### config.mk
export PLATFORM = sky130hd
export DESIGN_NAME = counter_ctrl_flat
export DESIGN_NICKNAME = d
export VERILOG_FILES = /design/src/rtl/counter_ctrl_pkg.sv /design/src/rtl/counter_ctrl_if.sv /design/src/rtl/counter_ctrl_rise_detect.sv /design/src/rtl/counter_ctrl.sv /design/src/flat_wrapper.sv
export SDC_FILE = /design/constraint.sdc
export NUM_CORES = 1
export LEC_CHECK = 0
export CORE_MARGIN = 10
export CORE_UTILIZATION = 50
export DETAILED_ROUTE_END_ITERATION = 12
export GPL_TIMING_DRIVEN = 0
export PLACE_DENSITY = 0.74
export SYNTH_ARGS = -nofsm -noshare
export SYNTH_HDL_FRONTEND = slang
export SYNTH_SLANG_ARGS = --single-unit
export TNS_END_PERCENT = 30
### constraint.sdc
create_clock -name Clk -period 2.52 [get_ports Clk]
set_input_delay 0.252 -clock Clk [delete_from_list [all_inputs] [get_ports Clk]]
set_output_delay 0.252 -clock Clk [all_outputs]
set_load 0.005 [all_outputs]
### src/rtl/counter_ctrl_pkg.sv
// Shared definitions for the counter_ctrl run/pause/clear/load sequencer.
package counter_ctrl_pkg;

  localparam int unsigned ST_W = 2;

  localparam logic [ST_W-1:0] ST_IDLE  = 2'd0;
  localparam logic [ST_W-1:0] ST_RUN   = 2'd1;
  localparam logic [ST_W-1:0] ST_PAUSE = 2'd2;
  localparam logic [ST_W-1:0] ST_DONE  = 2'd3;

endpackage

### src/rtl/counter_ctrl_if.sv
// Control/status bundle between the button front-end and the counter sequencer.
interface counter_ctrl_if
  import counter_ctrl_pkg::*;
#(
  parameter int WIDTH = 16
);
  logic             start;
  logic             stop;
  logic             clear;
  logic             load;
  logic [WIDTH-1:0] load_val;
  logic             up;
  logic             wrap_en;
  logic [WIDTH-1:0] Q;
  logic             running;
  logic             tc;
  logic [ST_W-1:0]  state;

  modport master (
    output start, stop, clear, load, load_val, up, wrap_en,
    input  Q, running, tc, state
  );

  modport slave (
    input  start, stop, clear, load, load_val, up, wrap_en,
    output Q, running, tc, state
  );
endinterface

### src/rtl/counter_ctrl_rise_detect.sv
// Rising-edge detector turning a level input into a registered one-cycle command.
module rise_detect (
  input  logic Clk,
  input  logic reset,
  input  logic in,
  output logic pulse
);
  logic in_d;

  // History clears on reset so a level held high through reset yields a pulse.
  always_ff @(posedge Clk) begin
    if (reset) begin
      in_d  <= 1'b0;
      pulse <= 1'b0;
    end else begin
      in_d  <= in;
      pulse <= in & ~in_d;
    end
  end
endmodule

### src/rtl/counter_ctrl.sv
// Run/pause/clear/load sequencer for the display event counter with prescaled ticks.
module counter_ctrl
  import counter_ctrl_pkg::*;
#(
  parameter int          WIDTH    = 16,
  parameter int unsigned PRESCALE = 50000000,
  parameter int          PS_W     = 32
) (
  input  logic           Clk,
  input  logic           reset,
  counter_ctrl_if.slave  bus
);
  localparam logic [PS_W-1:0] PS_MAX = PS_W'(PRESCALE - 1);

  logic             cmd_start, cmd_stop, cmd_clear, cmd_load;
  logic [WIDTH-1:0] q, q_n;
  logic [PS_W-1:0]  ps, ps_n;
  logic [ST_W-1:0]  st, st_n;
  logic             tc_r, tc_n;
  logic             running_r;

  rise_detect u_rd_start (.Clk(Clk), .reset(reset), .in(bus.start), .pulse(cmd_start));
  rise_detect u_rd_stop  (.Clk(Clk), .reset(reset), .in(bus.stop),  .pulse(cmd_stop));
  rise_detect u_rd_clear (.Clk(Clk), .reset(reset), .in(bus.clear), .pulse(cmd_clear));
  rise_detect u_rd_load  (.Clk(Clk), .reset(reset), .in(bus.load),  .pulse(cmd_load));

  always_comb begin
    q_n  = q;
    ps_n = ps;
    st_n = st;
    tc_n = 1'b0;
    // Priority chain clear > load > stop > start; a start while running falls through to counting.
    if (cmd_clear) begin
      q_n  = '0;
      ps_n = '0;
      st_n = ST_IDLE;
    end else if (cmd_load) begin
      q_n  = bus.load_val;
      ps_n = '0;
      if (st == ST_DONE) st_n = ST_PAUSE;
    end else if (cmd_stop) begin
      if (st == ST_RUN) st_n = ST_PAUSE;
    end else if (cmd_start && st != ST_RUN) begin
      st_n = ST_RUN;
      if (st != ST_PAUSE) ps_n = '0;
    end else if (st == ST_RUN) begin
      if (ps == PS_MAX) begin
        ps_n = '0;
        if (bus.up) begin
          if (q == '1) begin
            tc_n = 1'b1;
            if (bus.wrap_en) q_n = '0;
            else             st_n = ST_DONE;
          end else begin
            q_n = q + WIDTH'(1);
          end
        end else begin
          if (q == '0) begin
            tc_n = 1'b1;
            if (bus.wrap_en) q_n = '1;
            else             st_n = ST_DONE;
          end else begin
            q_n = q - WIDTH'(1);
          end
        end
      end else begin
        ps_n = ps + PS_W'(1);
      end
    end
  end

  always_ff @(posedge Clk) begin
    if (reset) begin
      q         <= '0;
      ps        <= '0;
      st        <= ST_IDLE;
      tc_r      <= 1'b0;
      running_r <= 1'b0;
    end else begin
      q         <= q_n;
      ps        <= ps_n;
      st        <= st_n;
      tc_r      <= tc_n;
      running_r <= (st_n == ST_RUN);
    end
  end

  assign bus.Q       = q;
  assign bus.running = running_r;
  assign bus.tc      = tc_r;
  assign bus.state   = st;
endmodule

### src/flat_wrapper.sv
// flat-port wrapper written by rule: the top's interface ports become plain ports
module counter_ctrl_flat import counter_ctrl_pkg::*;
#(
  parameter int          WIDTH    = 16,
  parameter int unsigned PRESCALE = 50000000,
  parameter int          PS_W     = 32
)
  (Clk, reset, bus_start, bus_stop, bus_clear, bus_load, bus_load_val, bus_up, bus_wrap_en, bus_Q, bus_running, bus_tc, bus_state);
  counter_ctrl_if #(.WIDTH(WIDTH)) bus_i ();
  input  logic Clk;
  input  logic reset;
  input wire logic [$bits(bus_i.start)-1:0] bus_start;
  input wire logic [$bits(bus_i.stop)-1:0] bus_stop;
  input wire logic [$bits(bus_i.clear)-1:0] bus_clear;
  input wire logic [$bits(bus_i.load)-1:0] bus_load;
  input wire logic [$bits(bus_i.load_val)-1:0] bus_load_val;
  input wire logic [$bits(bus_i.up)-1:0] bus_up;
  input wire logic [$bits(bus_i.wrap_en)-1:0] bus_wrap_en;
  output wire logic [$bits(bus_i.Q)-1:0] bus_Q;
  output wire logic [$bits(bus_i.running)-1:0] bus_running;
  output wire logic [$bits(bus_i.tc)-1:0] bus_tc;
  output wire logic [$bits(bus_i.state)-1:0] bus_state;
  assign bus_i.start = bus_start;
  assign bus_i.stop = bus_stop;
  assign bus_i.clear = bus_clear;
  assign bus_i.load = bus_load;
  assign bus_i.load_val = bus_load_val;
  assign bus_i.up = bus_up;
  assign bus_i.wrap_en = bus_wrap_en;
  assign bus_Q = bus_i.Q;
  assign bus_running = bus_i.running;
  assign bus_tc = bus_i.tc;
  assign bus_state = bus_i.state;
  counter_ctrl #(.WIDTH(WIDTH), .PRESCALE(PRESCALE), .PS_W(PS_W)) u_core (.Clk(Clk), .reset(reset), .bus(bus_i));
endmodule
==> results of run 1 <==
==> sequential cells by signal, summed over array words and instances, names as in the netlist <==
signal	count
u_core.bus.tc	1
u_core.u_rd_stop.in_d	1
u_core.ps	32
u_core.u_rd_load.pulse	1
u_core.u_rd_load.in_d	1
u_core.u_rd_start.pulse	1
u_core.bus.Q	16
u_core.u_rd_clear.in_d	1
u_core.u_rd_start.in_d	1
u_core.u_rd_clear.pulse	1
u_core.bus.running	1
u_core.bus.state	2
u_core.u_rd_stop.pulse	1
==> layout make-up <==
cell class                 instances  share of cell area, %
multi-input combinational        369                  51.04
sequential                        60                  26.43
timing repair buffer              46                  9.923
buffer                            29                  3.728
clock buffer                       9                  2.714
clock inverter                     7                  2.714
tap                               99                  2.714
inverter                           9                 0.7401
==> synthesized netlist by cell type (10+ instances only) <==
master / instances
sky130_fd_sc_hd__nor2_1: 59
sky130_fd_sc_hd__nand4_1: 15
sky130_fd_sc_hd__and3_1: 10
sky130_fd_sc_hd__a21oi_1: 22
sky130_fd_sc_hd__nand3_1: 21
sky130_fd_sc_hd__clkbuf_1: 15
sky130_fd_sc_hd__buf_2: 10
sky130_fd_sc_hd__nor2b_1: 10
sky130_fd_sc_hd__o21ai_0: 27
sky130_fd_sc_hd__nand2_1: 37
sky130_fd_sc_hd__nor4_1: 10
sky130_fd_sc_hd__nor3_1: 11
sky130_fd_sc_hd__dfxtp_1: 60
sky130_fd_sc_hd__xor2_1: 20
==> what timing repair did <==
action,4_1_cts,5_1_grt
hold buffers,0,0
gates resized for setup,2,7
endpoints found under the setup margin,14,27
pin swaps,2,2
buffers inserted,3,0
==> layer usage <==
layer / part of all wire, % / wire length, um
met3: 6.3 / 673
met5: 0 / 0
met2: 50 / 5360
met4: 2.3 / 250
met1: 42 / 4460
==> kinds of logic (layout without fill, tap and decap cells) <==
family          count (synthesis)  count (layout)  synth area share [%]
simple gates                  227             227                 33.43
compound gates                109             109                 20.24
flops                          60              60                 32.32
buf+inv                        40             100                 5.724
xor+xnor                       26              26                 6.128
fa+ha+maj                       4               4                 1.347
mux                             3               3                0.8081
==> worst max-delay path, delay by kind of cell, from the launching register on <==
kind / cells / cell delay (ns)
AO/OA/AOI/OAI: 4 / 0.59
adder cells (fa/ha/maj): 1 / 0.17
AND/OR/NAND/NOR: 2 / 0.73
flip-flops: 1 / 0.38
buffers and inverters: 3 / 0.41
==> power groups by stage <==
| stage | clock network (uW) | registers [uW] | logic, uW |
|---|---|---|---|
| after floorplan | 0 | 1010 | 254 |
| after global placement | 0 | 1020 | 384 |
| after detailed placement | 0 | 1020 | 389 |
| after CTS | 1120 | 997 | 406 |
| after global routing | 1160 | 1000 | 450 |
| final | 1100 | 999 | 412 |
==> cells in the final DEF (no fill, tap or decap), types with 4 or more instances in the layout <==
cell type and instances:
sky130_fd_sc_hd__a21oi_1 22, sky130_fd_sc_hd__nor2b_1 10, sky130_fd_sc_hd__nor2_1 59, sky130_fd_sc_hd__ha_1 4
sky130_fd_sc_hd__dfxtp_1 58, sky130_fd_sc_hd__or4_1 7, sky130_fd_sc_hd__nor4_1 9, sky130_fd_sc_hd__o21ai_0 26
sky130_fd_sc_hd__inv_1 9, sky130_fd_sc_hd__xnor2_1 6, sky130_fd_sc_hd__and2_1 9, sky130_fd_sc_hd__or3_1 7
sky130_fd_sc_hd__a31oi_1 5, sky130_fd_sc_hd__nand2_1 37, sky130_fd_sc_hd__nand4_1 15, sky130_fd_sc_hd__o31ai_1 4
sky130_fd_sc_hd__buf_6 4, sky130_fd_sc_hd__nor3_1 10, sky130_fd_sc_hd__o21ai_1 4, sky130_fd_sc_hd__and3_1 10
sky130_fd_sc_hd__clkbuf_1 14, sky130_fd_sc_hd__and4_1 6, sky130_fd_sc_hd__clkdlybuf4s50_1 43, sky130_fd_sc_hd__nand3_1 21
sky130_fd_sc_hd__buf_2 9, sky130_fd_sc_hd__clkbuf_8 9, sky130_fd_sc_hd__buf_4 4, sky130_fd_sc_hd__or4b_2 4
sky130_fd_sc_hd__xor2_1 20
==> through the flow <==
stage	std cells	total power, uW
after floorplan	469	1266
after global placement	611	1401
after detailed placement	611	1407
after CTS	629	2523
after global routing	628	2617
final	628	2509
==> final timing paths <==
kind                                 end
hold / removal    u_core.u_rd_load.pulse
setup reg to reg         u_core.bus.Q[9]
hold reg to reg   u_core.u_rd_load.pulse
setup / recovery         u_core.bus.Q[9]
==> implementation parameters, run 1 <==
Parameter                              Value

Outcome
  Result of the run ... complete, no violations

Pwr
  IR Drop Worst-Case VDD ... 0.3857 mV
  Net switching power figure ... 689.4 uW
  Part of the power in the clock network ... 43.7%
  Static Leak ... 0.001601 uW
  Power density of the placed cells ... 549.7 nW/um^2
  Switching portion of total power ... 27.48%
  Comb power frac ... 16.4%
  Relative contribution of sequential cells to total power ... 39.8%
  Cell Int Power ... 1820 uW

Setup path
  Data required time of the worst path ... 2.74 ns
  Type of destination of the critical path ... flip-flop
  Type of element launching the critical path ... flip-flop
  Critical path data arrival time ... 2.64 ns
  Delay of the slowest critical-path stage ... 0.51 ns
  Launch point of the critical path ... u_core.bus.Q[1]
  Slowest library cell on the worst path ... sky130_fd_sc_hd__or4b_4
  FF-to-FF setup slack ... 0.10 ns
  R2R cell count ... 10
  Maximum net fanout on the critical path ... 10
  Cells along the critical path ... inv_1 -> ha_1 -> or4b_4 -> nor3_4 -> a22oi_2 -> o21a_1 -> buf_6 -> buf_12 -> o211ai_2 -> a21oi_1
  Beginning of the worst register-to-register path ... u_core.bus.Q[1]
  Critical path class ... flip-flop to flip-flop

Timing
  Shortest period the worst path allows ... 2.420 ns
  Pins Over Slew Limit ... 0
  Worst Setup Slack, final ... 0.1003 ns
  Timing-limited maximum frequency ... 413.3 MHz
  Crit share post-route ... 96.02%
  Setup clock skew after layout ... 0.01347 ns
  Final setup TNS ... 0 ns
  Worst rel slew slack ... 51.45%
  Unrepaired setup endpoints after global routing ... false
  Worst hold margin ... 0.3838 ns
  Measured slew at the worst slew-check pin ... 0.7255 ns
  Number of setup violations in the final report ... 0
  Number of hold-slack violations in the final timing report ... 0

Routing
  Wire length after detailed routing ... 10740 um
  Routed WL per cell ... 17.11 um
  Vias per cell ... 6.016
  Vias ... 3778
  Pre-Repair DR Iteration Count ... 5
  DRT iter0 DRCs ... 202
  Number of nets with antenna violations after detailed routing ... 0
  Residual DRC count ... 0

Clock tree
  CTS tree ... built
  Number of buffers created by CTS ... 9
  Clock latency at the later pin of the worst-skew pair ... 0.36 ns
  Maximum clock path buffer count ... 2
  Sinks on Clock Net ... 60
  CTS HTree Levels ... 3
  Clock transition time at the flip-flop clock pins of the worst setup and hold paths ... 0.08 ns
  Cell chosen for the clock root ... sky130_fd_sc_hd__clkbuf_8

Yosys
  Mapped Nets ... 497
  Area share of the largest cell type after synthesis ... 32.32%
  Proportion of register bits with asynchronous set or reset after synthesis ... 0%
  Primary FF master, synth ... sky130_fd_sc_hd__dfxtp_1
  FF+latch count, synth ... 60
  Number of distinct library cells after synthesis ... 72
  Top cells by area in the synthesized netlist ... sky130_fd_sc_hd__dfxtp_1 32%, sky130_fd_sc_hd__nor2_1 6.0%, sky130_fd_sc_hd__xor2_1 4.7%, sky130_fd_sc_hd__nand2_1 3.7%, sky130_fd_sc_hd__o21ai_0 3.6%
  Yosys Warn Count ... 0
  Mapped Avg Cell Area ... 7.923 sq um
  Area leader, netlist ... sky130_fd_sc_hd__dfxtp_1
  Netlist area before placement ... 3716 sq um
  Part of the Yosys area used for sequential elements ... 32.32%
  Synth Instances ... 469
  Number of synthesized flops with an enable pin ... 0

Floorplan
  Die outline height ... 106.2 um
  Number of top-level pins ... 44
  Effective utilization at floorplan ... 51.23%
  Placement Rows ... 31
  Core Footprint ... 7253 sq um
  Horizontal extent of the die ... 106.2 um
  Die ar. ... 11280 sq um

Cells and area
  Fillers ... 668
  Ratio of cells with drive above 1 in the final layout ... 12.10%
  Synth-to-layout area growth ... 22.83%
  Post-route design area ... 4564 sq um
  Total number of nets in the final design ... 552
  Area taken by multi-input logic gates ... 2330 sq um
  Antenna diode count ... 0
  Finished Core Util ... 62.93%
  Area used by sequential logic in the layout ... 1206 sq um

GRT
  Number of antenna violations at the first check in global routing ... 0
  GR met2 Demand/Resource ... 32.73%
  Most congested layer reported by global routing ... met2
  Global-route wire length before repair ... 18130 um
  Met3 Usage GRT ... 4.167%
  Pin count of the biggest net entering global routing ... 13
  Number of global-route vias before repair ... 3678
  Global-route usage over all layers ... 19.39%
  Total overflow reported by the global router ... 0
  Met1 Track Usage GR ... 23.07%

Placement
  PortBufs ... 43
  Placer Congestion ... 0.9392
  Placement-stage cell area ... 4270 sq um
  HPWL after detailed placement ... 7740 um
  Post-placement worst setup slack ... -0.2122 ns

Hold path
  Path category of the worst min-delay check ... flip-flop to flip-flop
  Hold Path Depth ... 1
  Hold Path Origin ... u_core.u_rd_load.in_d

Run
  Number of max-cap violations ... 0
(Power assumes the default switching activity.)
==> run 2: changes to the inputs <==
--- a/config.mk
+++ b/config.mk
@@ -12,5 +12,6 @@
 export PLACE_DENSITY = 0.74
 export SYNTH_ARGS = -nofsm -noshare
 export SYNTH_HDL_FRONTEND = slang
+export SYNTH_HIERARCHICAL = 1
 export SYNTH_SLANG_ARGS = --single-unit
-export TNS_END_PERCENT = 30
+export TNS_END_PERCENT = 10
==> run 2 against run 1 <==
Sequential share of layout area up 0.37 points. Global-route usage up 0.60 points. Worst hold slack better by 0.020 ns. Setup slack better by 0.024 ns. Combinational power about the same. Clock power down 18%. Critical path type unchanged. Largest cell class unchanged. Highest routed layer unchanged.
==> implementation parameters, run 2 <==
Parameter                              Value

Yosys
  Netlist area before placement ... 3665 sq um (-1.4%)
  Most frequent cell after synthesis ... sky130_fd_sc_hd__dfxtp_1
  Part of the Yosys area used for sequential elements ... 32.78% (+0.45 points)
  Synth Instances ... 460 (-1.9%)
  Number of distinct library cells after synthesis ... 67 (-6.9%)
  FF+latch count, synth ... 60 (unchanged)
  Yosys Warn Count ... 6 (+6)
  Number of synthesized flops with an enable pin ... 0 (unchanged)
  Primary FF master, synth ... sky130_fd_sc_hd__dfxtp_1
  Area share of the largest cell type after synthesis ... 32.78% (+0.45 points)
  Area leader, netlist ... sky130_fd_sc_hd__dfxtp_1
  Mapped Nets ... 488 (-1.8%)
  Proportion of register bits with asynchronous set or reset after synthesis ... 0% (unchanged)
  Leading cell types by count after synthesis ... 60 x sky130_fd_sc_hd__dfxtp_1, 52 x sky130_fd_sc_hd__nor2_1, 36 x sky130_fd_sc_hd__nand3_1
  Top cells by area in the synthesized netlist ... sky130_fd_sc_hd__dfxtp_1 33%, sky130_fd_sc_hd__nor2_1 5.3%, sky130_fd_sc_hd__nand3_1 4.9%, sky130_fd_sc_hd__xor2_1 3.6%, sky130_fd_sc_hd__a21oi_1 3.3%
  Mapped Avg Cell Area ... 7.967 sq um (+0.55%)

Clock tree
  CTS tree ... built
  Clock transition time at the flip-flop clock pins of the worst setup and hold paths ... 0.08 ns (about the same)
  Count of hold-fix buffers inserted at cts ... 0 (unchanged)
  CTS HTree Levels ... 3 (unchanged)
  Sinks on Clock Net ... 60 (unchanged)
  Maximum clock path buffer count ... 2 (unchanged)
  Clock latency at the later pin of the worst-skew pair ... 0.35 ns (about the same)
  Number of buffers created by CTS ... 9 (unchanged)
  Cell chosen for the clock root ... sky130_fd_sc_hd__clkbuf_8

Cells and area
  Flip-flop count of the largest register, all copies and words added ... 32 (unchanged)
  Ratio of cells with drive above 1 in the final layout ... 11.15% (-0.94 points)
  Fillers ... 639 (-4.3%)
  Area taken by multi-input logic gates ... 2315 sq um (-0.64%)
  Most frequent cells in the layout ... 60 x sky130_fd_sc_hd__dfxtp_1, 51 x sky130_fd_sc_hd__nor2_1, 43 x sky130_fd_sc_hd__clkdlybuf4s50_1
  Area used by sequential logic in the layout ... 1201 sq um (-0.42%)
  Antenna diode count ... 0 (unchanged)
  Leading cell type in the layout, fill and taps excluded ... sky130_fd_sc_hd__dfxtp_1
  Total number of nets in the final design ... 543 (-1.6%)
  Synth-to-layout area growth ... 22.33%
  Finished Core Util ... 62.48% (-0.45 points)
  Biggest register ... u_core/ps

Timing
  Worst Setup Slack, final ... 0.1239 ns (+0.02366 ns)
  Number of hold-slack violations in the final timing report ... 0 (unchanged)
  Number of setup violations in the final report ... 0 (unchanged)
  Worst rel slew slack ... 29.11% (-22 points)
  Timing-limited maximum frequency ... 417.4 MHz (+0.99%)
  Crit share post-route ... 95.08% (-0.94 points)
  Measured slew at the worst slew-check pin ... 1.054 ns (+0.3281 ns)
  Setup clock skew after layout ... 0.01346 ns (-0.000001700 ns)
  Pins Over Slew Limit ... 0 (unchanged)
  Worst hold margin ... 0.4034 ns (+0.01956 ns)
  Unrepaired setup endpoints after global routing ... true
  Final setup TNS ... 0 ns (unchanged)
  Shortest period the worst path allows ... 2.396 ns (-0.02366 ns)

Placement
  HPWL after detailed placement ... 8328 um (+7.6%)
  Post-placement worst setup slack ... -0.3630 ns (-0.1508 ns)
  Placer Congestion ... 0.9702 (+3.3%)
  PortBufs ... 43 (unchanged)

GRT
  Pin count of the biggest net entering global routing ... 13 (unchanged)
  Global-route usage over all layers ... 19.99% (+0.60 points)
  Number of antenna violations at the first check in global routing ... 0 (unchanged)
  Number of global-route vias before repair ... 3516 (-4.4%)
  Global-route wire length before repair ... 18440 um (+1.7%)
  Total overflow reported by the global router ... 0 (unchanged)

Routing
  Pre-Repair DR Iteration Count ... 5 (unchanged)
  Vias per cell ... 6.108 (+1.5%)
  Routed WL per cell ... 18.37 um (+7.4%)
  Wire length after detailed routing ... 11370 um (+5.8%)
  Number of nets with antenna violations after detailed routing ... 0 (unchanged)
  Residual DRC count ... 0 (unchanged)
  Vias ... 3781 (+0.079%)
  DRT iter0 DRCs ... 368 (+82%)

Outcome
  Result of the run ... complete, no violations

Pwr
  Power density of the placed cells ... 515.3 nW/um^2 (-6.3%)
  IR Drop Worst-Case VDD ... 0.3672 mV (-4.8%)
  Static Leak ... 0.001570 uW (-1.9%)

Floorplan
  Placement Rows ... 31 (unchanged)
  Die ar. ... 11150 sq um (-1.1%)
  Die outline height ... 105.6 um (-0.56%)
  Effective utilization at floorplan ... 51.07% (-0.16 points)
  Horizontal extent of the die ... 105.6 um (-0.56%)
  Number of top-level pins ... 44 (unchanged)
  Core Footprint ... 7176 sq um (-1.1%)

Setup path
  Maximum net fanout on the critical path ... 10 (unchanged)
  Delay of the slowest critical-path stage ... 0.33 ns (-0.18 ns)
  Critical path class ... flip-flop to flip-flop
  Slowest library cell on the worst path ... sky130_fd_sc_hd__dfxtp_1
  Critical path data arrival time ... 2.64 ns (about the same)
  Cells along the critical path ... clkbuf_2 -> inv_1 -> ha_2 -> nor4b_4 -> nand4_1 -> a21o_1 -> nand2b_4 -> buf_6 -> o21bai_1 -> a32o_1
  Type of element launching the critical path ... flip-flop
  Data required time of the worst path ... 2.77 ns (+0.03 ns)
  Type of destination of the critical path ... flip-flop
  Sum of buffers and inverters on the critical path ... 3 (unchanged)
  Delay-heaviest family, CP ... simple AND/OR/NAND/NOR gates

Run
  Number of max-cap violations ... 0 (unchanged)

Hold path
  Path category of the worst min-delay check ... flip-flop to flip-flop
-- run 2: cell types whose count changed after synthesis, moves of 5 or more --
cell / delta
sky130_fd_sc_hd__inv_1: +5
sky130_fd_sc_hd__nand2_1: -11
sky130_fd_sc_hd__nor2_1: -7
sky130_fd_sc_hd__xnor2_1: +6
sky130_fd_sc_hd__nor2b_1: -5
sky130_fd_sc_hd__nand3_1: +15
sky130_fd_sc_hd__xor2_1: -5
-- run 2: per-stage QoR --
step / cell area, sq um / cells / total power (uW)
after floorplan: 3665 / 460 / 1254
after global placement: 4219 / 602 / 1399
after detailed placement: 4219 / 602 / 1400
after CTS: 4436 / 619 / 2309
after global routing: 4483 / 619 / 2400
final: 4483 / 619 / 2310
-- run 2: path summary, 6_finish.rpt --
check        slack (ns)                     end  cells past startpoint                   from
max reg2reg        0.12        u_core/bus.Q[12]                     10        u_core/bus.Q[0]
min                0.40  u_core/u_rd_stop/pulse                      1  u_core/u_rd_stop/in_d
max                0.12        u_core/bus.Q[12]                     10        u_core/bus.Q[0]
min reg2reg        0.40  u_core/u_rd_stop/pulse                      1  u_core/u_rd_stop/in_d
-- run 2: metal layers --
metal | vias up | routed length [um] | part of all wire (%) | global-route usage, %
met5 | - | 0 | 0 | 0
met4 | 0 | 188 | 1.7 | 6.867
met3 | 19 | 1065 | 9.4 | 5.725
met2 | 186 | 4733 | 42 | 28.58
met1 | 1756 | 5385 | 47 | 27.99
li1 | 1820 | - | - | -
-- run 2: timing repair --
action	in CTS	in global routing
endpoints found under the setup margin	17	44
pin swaps	0	1
gates resized for setup	3	14
cloned	0	0
buffers inserted	1	0
-- run 2: final cells by class --
type	instances	share of cell area (%)
multi-input combinational	357	51.63
sequential	60	26.79
timing repair buffer	44	9.768
buffer	27	3.265
clock buffer	9	2.763
tap	99	2.763
clock inverter	7	1.675
inverter	16	1.340
-- run 2: logic make-up after synthesis --
kind of cell / share of synthesized area (%)
simple gates: 33.87
compound gates: 18.37
flops: 32.78
buf+inv: 5.531
xor+xnor: 6.453
mux: 1.366
fa+ha+maj: 1.639
-- run 2: power breakdown --
group	internal (uW)	total [uW]	switching [uW]
Sequential	969	994	24.4
Combinational	177	412	235
Clock	461	905	443
Total	1610	2310	702
==> run 3: changes to the inputs <==
--- a/config.mk
+++ b/config.mk
@@ -5,11 +5,13 @@
 export SDC_FILE = /design/constraint.sdc
 export NUM_CORES = 1
 export LEC_CHECK = 0
+export ABC_AREA = 1
 export CORE_MARGIN = 10
 export CORE_UTILIZATION = 50
+export CTS_CLUSTER_DIAMETER = 40
 export DETAILED_ROUTE_END_ITERATION = 12
 export GPL_TIMING_DRIVEN = 0
-export PLACE_DENSITY = 0.74
+export PLACE_DENSITY = 0.73
 export SYNTH_ARGS = -nofsm -noshare
 export SYNTH_HDL_FRONTEND = slang
 export SYNTH_HIERARCHICAL = 1
==> run 3 against run 2 <==
Setup slack improved by 0.17 ns. Clock power decreased by 5.3%. Sequential power barely moved. Sequential cell count unchanged. Cell count is 27% higher. Area after synthesis grew 8.7%. Maximum frequency is 7.6% higher. Cell area rose by 5.4%. Routed wire length increased by 3.7%. Core utilization shrank 1.3 points. Via count increased by 15%. Worst hold slack got worse by 0.0082 ns. Critical path type unchanged.
==> implementation parameters, run 3 <==
Parameter                              Value

Yosys
  FF+latch count, synth ... 60 (unchanged)
  Yosys Warn Count ... 6 (unchanged)
  Mapped Nets ... 654 (+34%)
  Number of distinct library cells after synthesis ... 48 (-28%)
  Area share of the largest cell type after synthesis ... 30.16% (-2.6 points)
  Most frequent cell after synthesis ... sky130_fd_sc_hd__nand2_1
  Synth Instances ... 626 (+36%)
  Part of the Yosys area used for sequential elements ... 30.16% (-2.6 points)
  Area leader, netlist ... sky130_fd_sc_hd__dfxtp_1
  Leading cell types by count after synthesis ... 127 x sky130_fd_sc_hd__nand2_1, 87 x sky130_fd_sc_hd__nor2_1, 83 x sky130_fd_sc_hd__inv_1
  Primary FF master, synth ... sky130_fd_sc_hd__dfxtp_1
  Netlist area before placement ... 3983 sq um (+8.7%)
  Top cells by area in the synthesized netlist ... sky130_fd_sc_hd__dfxtp_1 30%, sky130_fd_sc_hd__nand2_1 12%, sky130_fd_sc_hd__nor2_1 8.2%, sky130_fd_sc_hd__inv_1 7.8%, sky130_fd_sc_hd__nand3_1 6.8%
  Mapped Avg Cell Area ... 6.362 sq um (-20%)
  Proportion of register bits with asynchronous set or reset after synthesis ... 0% (unchanged)
  Number of synthesized flops with an enable pin ... 0 (unchanged)

GRT
  Global-route wire length before repair ... 19050 um (+3.3%)
  Number of global-route vias before repair ... 3863 (+9.9%)
  Total overflow reported by the global router ... 0 (unchanged)
  Pin count of the biggest net entering global routing ... 11 (-2)
  Most congested layer reported by global routing ... met2
  Met3 Usage GRT ... 4.071% (-1.7 points)
  GR met2 Demand/Resource ... 30.33% (+1.8 points)
  Number of antenna violations at the first check in global routing ... 0 (unchanged)
  Global-route usage over all layers ... 20.04% (+0.042 points)
  Met1 Track Usage GR ... 27.92% (-0.076 points)

Routing
  Number of nets with antenna violations after detailed routing ... 0 (unchanged)
  Residual DRC count ... 0 (unchanged)
  Vias per cell ... 5.506 (-9.9%)
  DRT iter0 DRCs ... 383 (+4.1%)
  Routed WL per cell ... 14.99 um (-18%)
  Wire length after detailed routing ... 11800 um (+3.7%)
  Pre-Repair DR Iteration Count ... 5 (unchanged)
  Vias ... 4333 (+15%)

Timing
  Measured slew at the worst slew-check pin ... 0.8004 ns (-0.2532 ns)
  Crit share post-route ... 88.40% (-6.7 points)
  Final setup TNS ... 0 ns (unchanged)
  Unrepaired setup endpoints after global routing ... false
  Timing-limited maximum frequency ... 448.9 MHz (+7.6%)
  Shortest period the worst path allows ... 2.228 ns (-0.1685 ns)
  Setup clock skew after layout ... 0.009871 ns (-0.003594 ns)
  Worst rel slew slack ... 46.64% (+18 points)
  Number of hold-slack violations in the final timing report ... 0 (unchanged)
  Pins Over Slew Limit ... 0 (unchanged)
  Number of setup violations in the final report ... 0 (unchanged)

Setup path
  Maximum net fanout on the critical path ... 7 (-3)
  CP most frequent cell ... sky130_fd_sc_hd__a21oi_1
  Cells along the critical path ... ha_1 -> nand3_1 -> nor2_2 -> a21oi_1 -> inv_2 -> a21oi_1 -> o21ai_1 -> nand2_1 -> nand3_1 -> a21oi_1
  Type of element launching the critical path ... flip-flop
  Critical path class ... flip-flop to flip-flop
  Slowest library cell on the worst path ... sky130_fd_sc_hd__a21oi_1
  Critical path data arrival time ... 2.51 ns (-0.13 ns)
  Data required time of the worst path ... 2.80 ns (+0.03 ns)
  Delay of the slowest critical-path stage ... 0.65 ns (+0.32 ns)
  Type of destination of the critical path ... flip-flop

Pwr
  Power density of the placed cells ... 499.0 nW/um^2 (-3.2%)
  Static Leak ... 0.001983 uW (+26%)
  IR Drop Worst-Case VDD ... 0.4207 mV (+15%)

Placement
  Placement-stage cell area ... 4541 sq um (+7.6%)
  HPWL after detailed placement ... 8898 um (+6.8%)
  PortBufs ... 43 (unchanged)
  Placer Congestion ... 0.9689 (-0.13%)
  Instance count after placement with tap cells included ... 771 (+28%)

Floorplan
  Placement Rows ... 32 (+3.2%)
  Horizontal extent of the die ... 109.2 um (+3.4%)
  Number of top-level pins ... 44 (unchanged)
  Core Footprint ... 7727 sq um (+7.7%)
  Effective utilization at floorplan ... 51.54% (+0.47 points)
  Die ar. ... 11930 sq um (+7.0%)
  Die outline height ... 109.2 um (+3.4%)

Cells and area
  Post-route design area ... 4725 sq um (+5.4%)
  Total number of nets in the final design ... 708 (+30%)
  Antenna diode count ... 0 (unchanged)
  Flip-flop count of the largest register, all copies and words added ... 32 (unchanged)
  Most frequent cells in the layout ... 127 x sky130_fd_sc_hd__nand2_1, 87 x sky130_fd_sc_hd__nor2_1, 83 x sky130_fd_sc_hd__inv_1
  Count of non-filler cells in the finished layout ... 787 (+27%)
  Synth-to-layout area growth ... 18.63%
  Biggest register ... u_core/ps
  Ratio of cells with drive above 1 in the final layout ... 10.51% (-0.64 points)
  Finished Core Util ... 61.14% (-1.3 points)
  Leading cell type in the layout, fill and taps excluded ... sky130_fd_sc_hd__nand2_1

Hold path
  Path category of the worst min-delay check ... flip-flop to flip-flop

Clock tree
  CTS HTree Levels ... 3 (unchanged)
  Maximum clock path buffer count ... 2 (unchanged)
  Number of buffers created by CTS ... 9 (unchanged)
  Post-cts resize count ... 0 (-3)
  Sinks on Clock Net ... 60 (unchanged)
  Post-CTS Setup Inserts ... 0 (-1)
  CTS tree ... built
  Clock transition time at the flip-flop clock pins of the worst setup and hold paths ... 0.08 ns (about the same)
  Count of hold-fix buffers inserted at cts ... 0 (unchanged)
  Cell chosen for the clock root ... sky130_fd_sc_hd__clkbuf_8
  Clock latency at the later pin of the worst-skew pair ... 0.35 ns (about the same)

Outcome
  Result of the run ... complete, no violations

Run
  Number of max-cap violations ... 0 (unchanged)
==> run 3: changes by cell type after synthesis, moves of 11 or more <==
cell	change
sky130_fd_sc_hd__and3_1	-13
sky130_fd_sc_hd__nor2_1	+35
sky130_fd_sc_hd__clkbuf_1	-12
sky130_fd_sc_hd__a21oi_1	+13
sky130_fd_sc_hd__nand2_2	+11
sky130_fd_sc_hd__inv_1	+69
sky130_fd_sc_hd__nor2_2	+13
sky130_fd_sc_hd__nand2_1	+101
sky130_fd_sc_hd__nand3_1	+18
==> run 3: stage by stage <==
step	power (uW)	setup WS, ns	hold WS (ns)
finish	2358	0.2924	0.3951
detailed placement	1510	0.02432	0.3885
floorplan	1339	0.7879	0.3236
CTS	2367	0.3307	0.3979
global placement	1507	0.06303	0.3878
global route	2464	0.1335	0.4030
==> run 3: cells by family after synthesis <==
logic type | Yosys count | synth area share [%]
AO/OA/AOI/OAI | 100 | 14.67
XOR/XNOR | 11 | 2.419
adder cells (fa/ha/maj) | 4 | 1.257
buffers and inverters | 103 | 10.71
flip-flops | 60 | 30.16
multiplexers | 2 | 0.5027
AND/OR/NAND/NOR | 346 | 40.28
==> run 3: final timing paths <==
path                                              from                      end  slack, ns  cells past startpoint
worst max-delay path                   u_core/bus.Q[0]         u_core/bus.Q[15]       0.29                     10
worst min-delay path            u_core/u_rd_start/in_d  u_core/u_rd_start/pulse       0.40                      1
worst max register to register         u_core/bus.Q[0]         u_core/bus.Q[15]       0.29                     10
worst min register to register  u_core/u_rd_start/in_d  u_core/u_rd_start/pulse       0.40                      1
==> run 3: final cells by class <==
type / count / area (sq um)
fill: 729 / 3003
tap: 102 / 127.6
inverter: 87 / 327.8
sequential: 60 / 1201
clock inverter: 5 / 52.55
clock buffer: 11 / 131.4
buffer: 16 / 98.84
timing repair buffer: 43 / 430.4
multi-input combinational: 463 / 2355
==> run 3: per-layer routing <==
layer	routed length, um	vias to the layer above	part of all wire, %
li1	-	2150	-
met1	5318	1951	45
met2	5097	218	43
met3	1229	14	10
met4	153	0	1.3
met5	0	-	0
==> run 3: worst max-delay path: cells and delay by family (launching register included) <==
kind | cells | cell delay (ns)
AO/OA/AOI/OAI | 4 | 1.02
adder cells (fa/ha/maj) | 1 | 0.24
buffers and inverters | 1 | 0.18
flip-flops | 1 | 0.36
AND/OR/NAND/NOR | 4 | 0.37
==> run 3: where the power goes <==
group,switching [uW],internal [uW],total [uW],leakage [uW]
sequential,32.0,974,1010,0.000487
combinational,300,195,495,0.00140
clock,404,452,857,0.0000931
total,736,1620,2360,0.00198
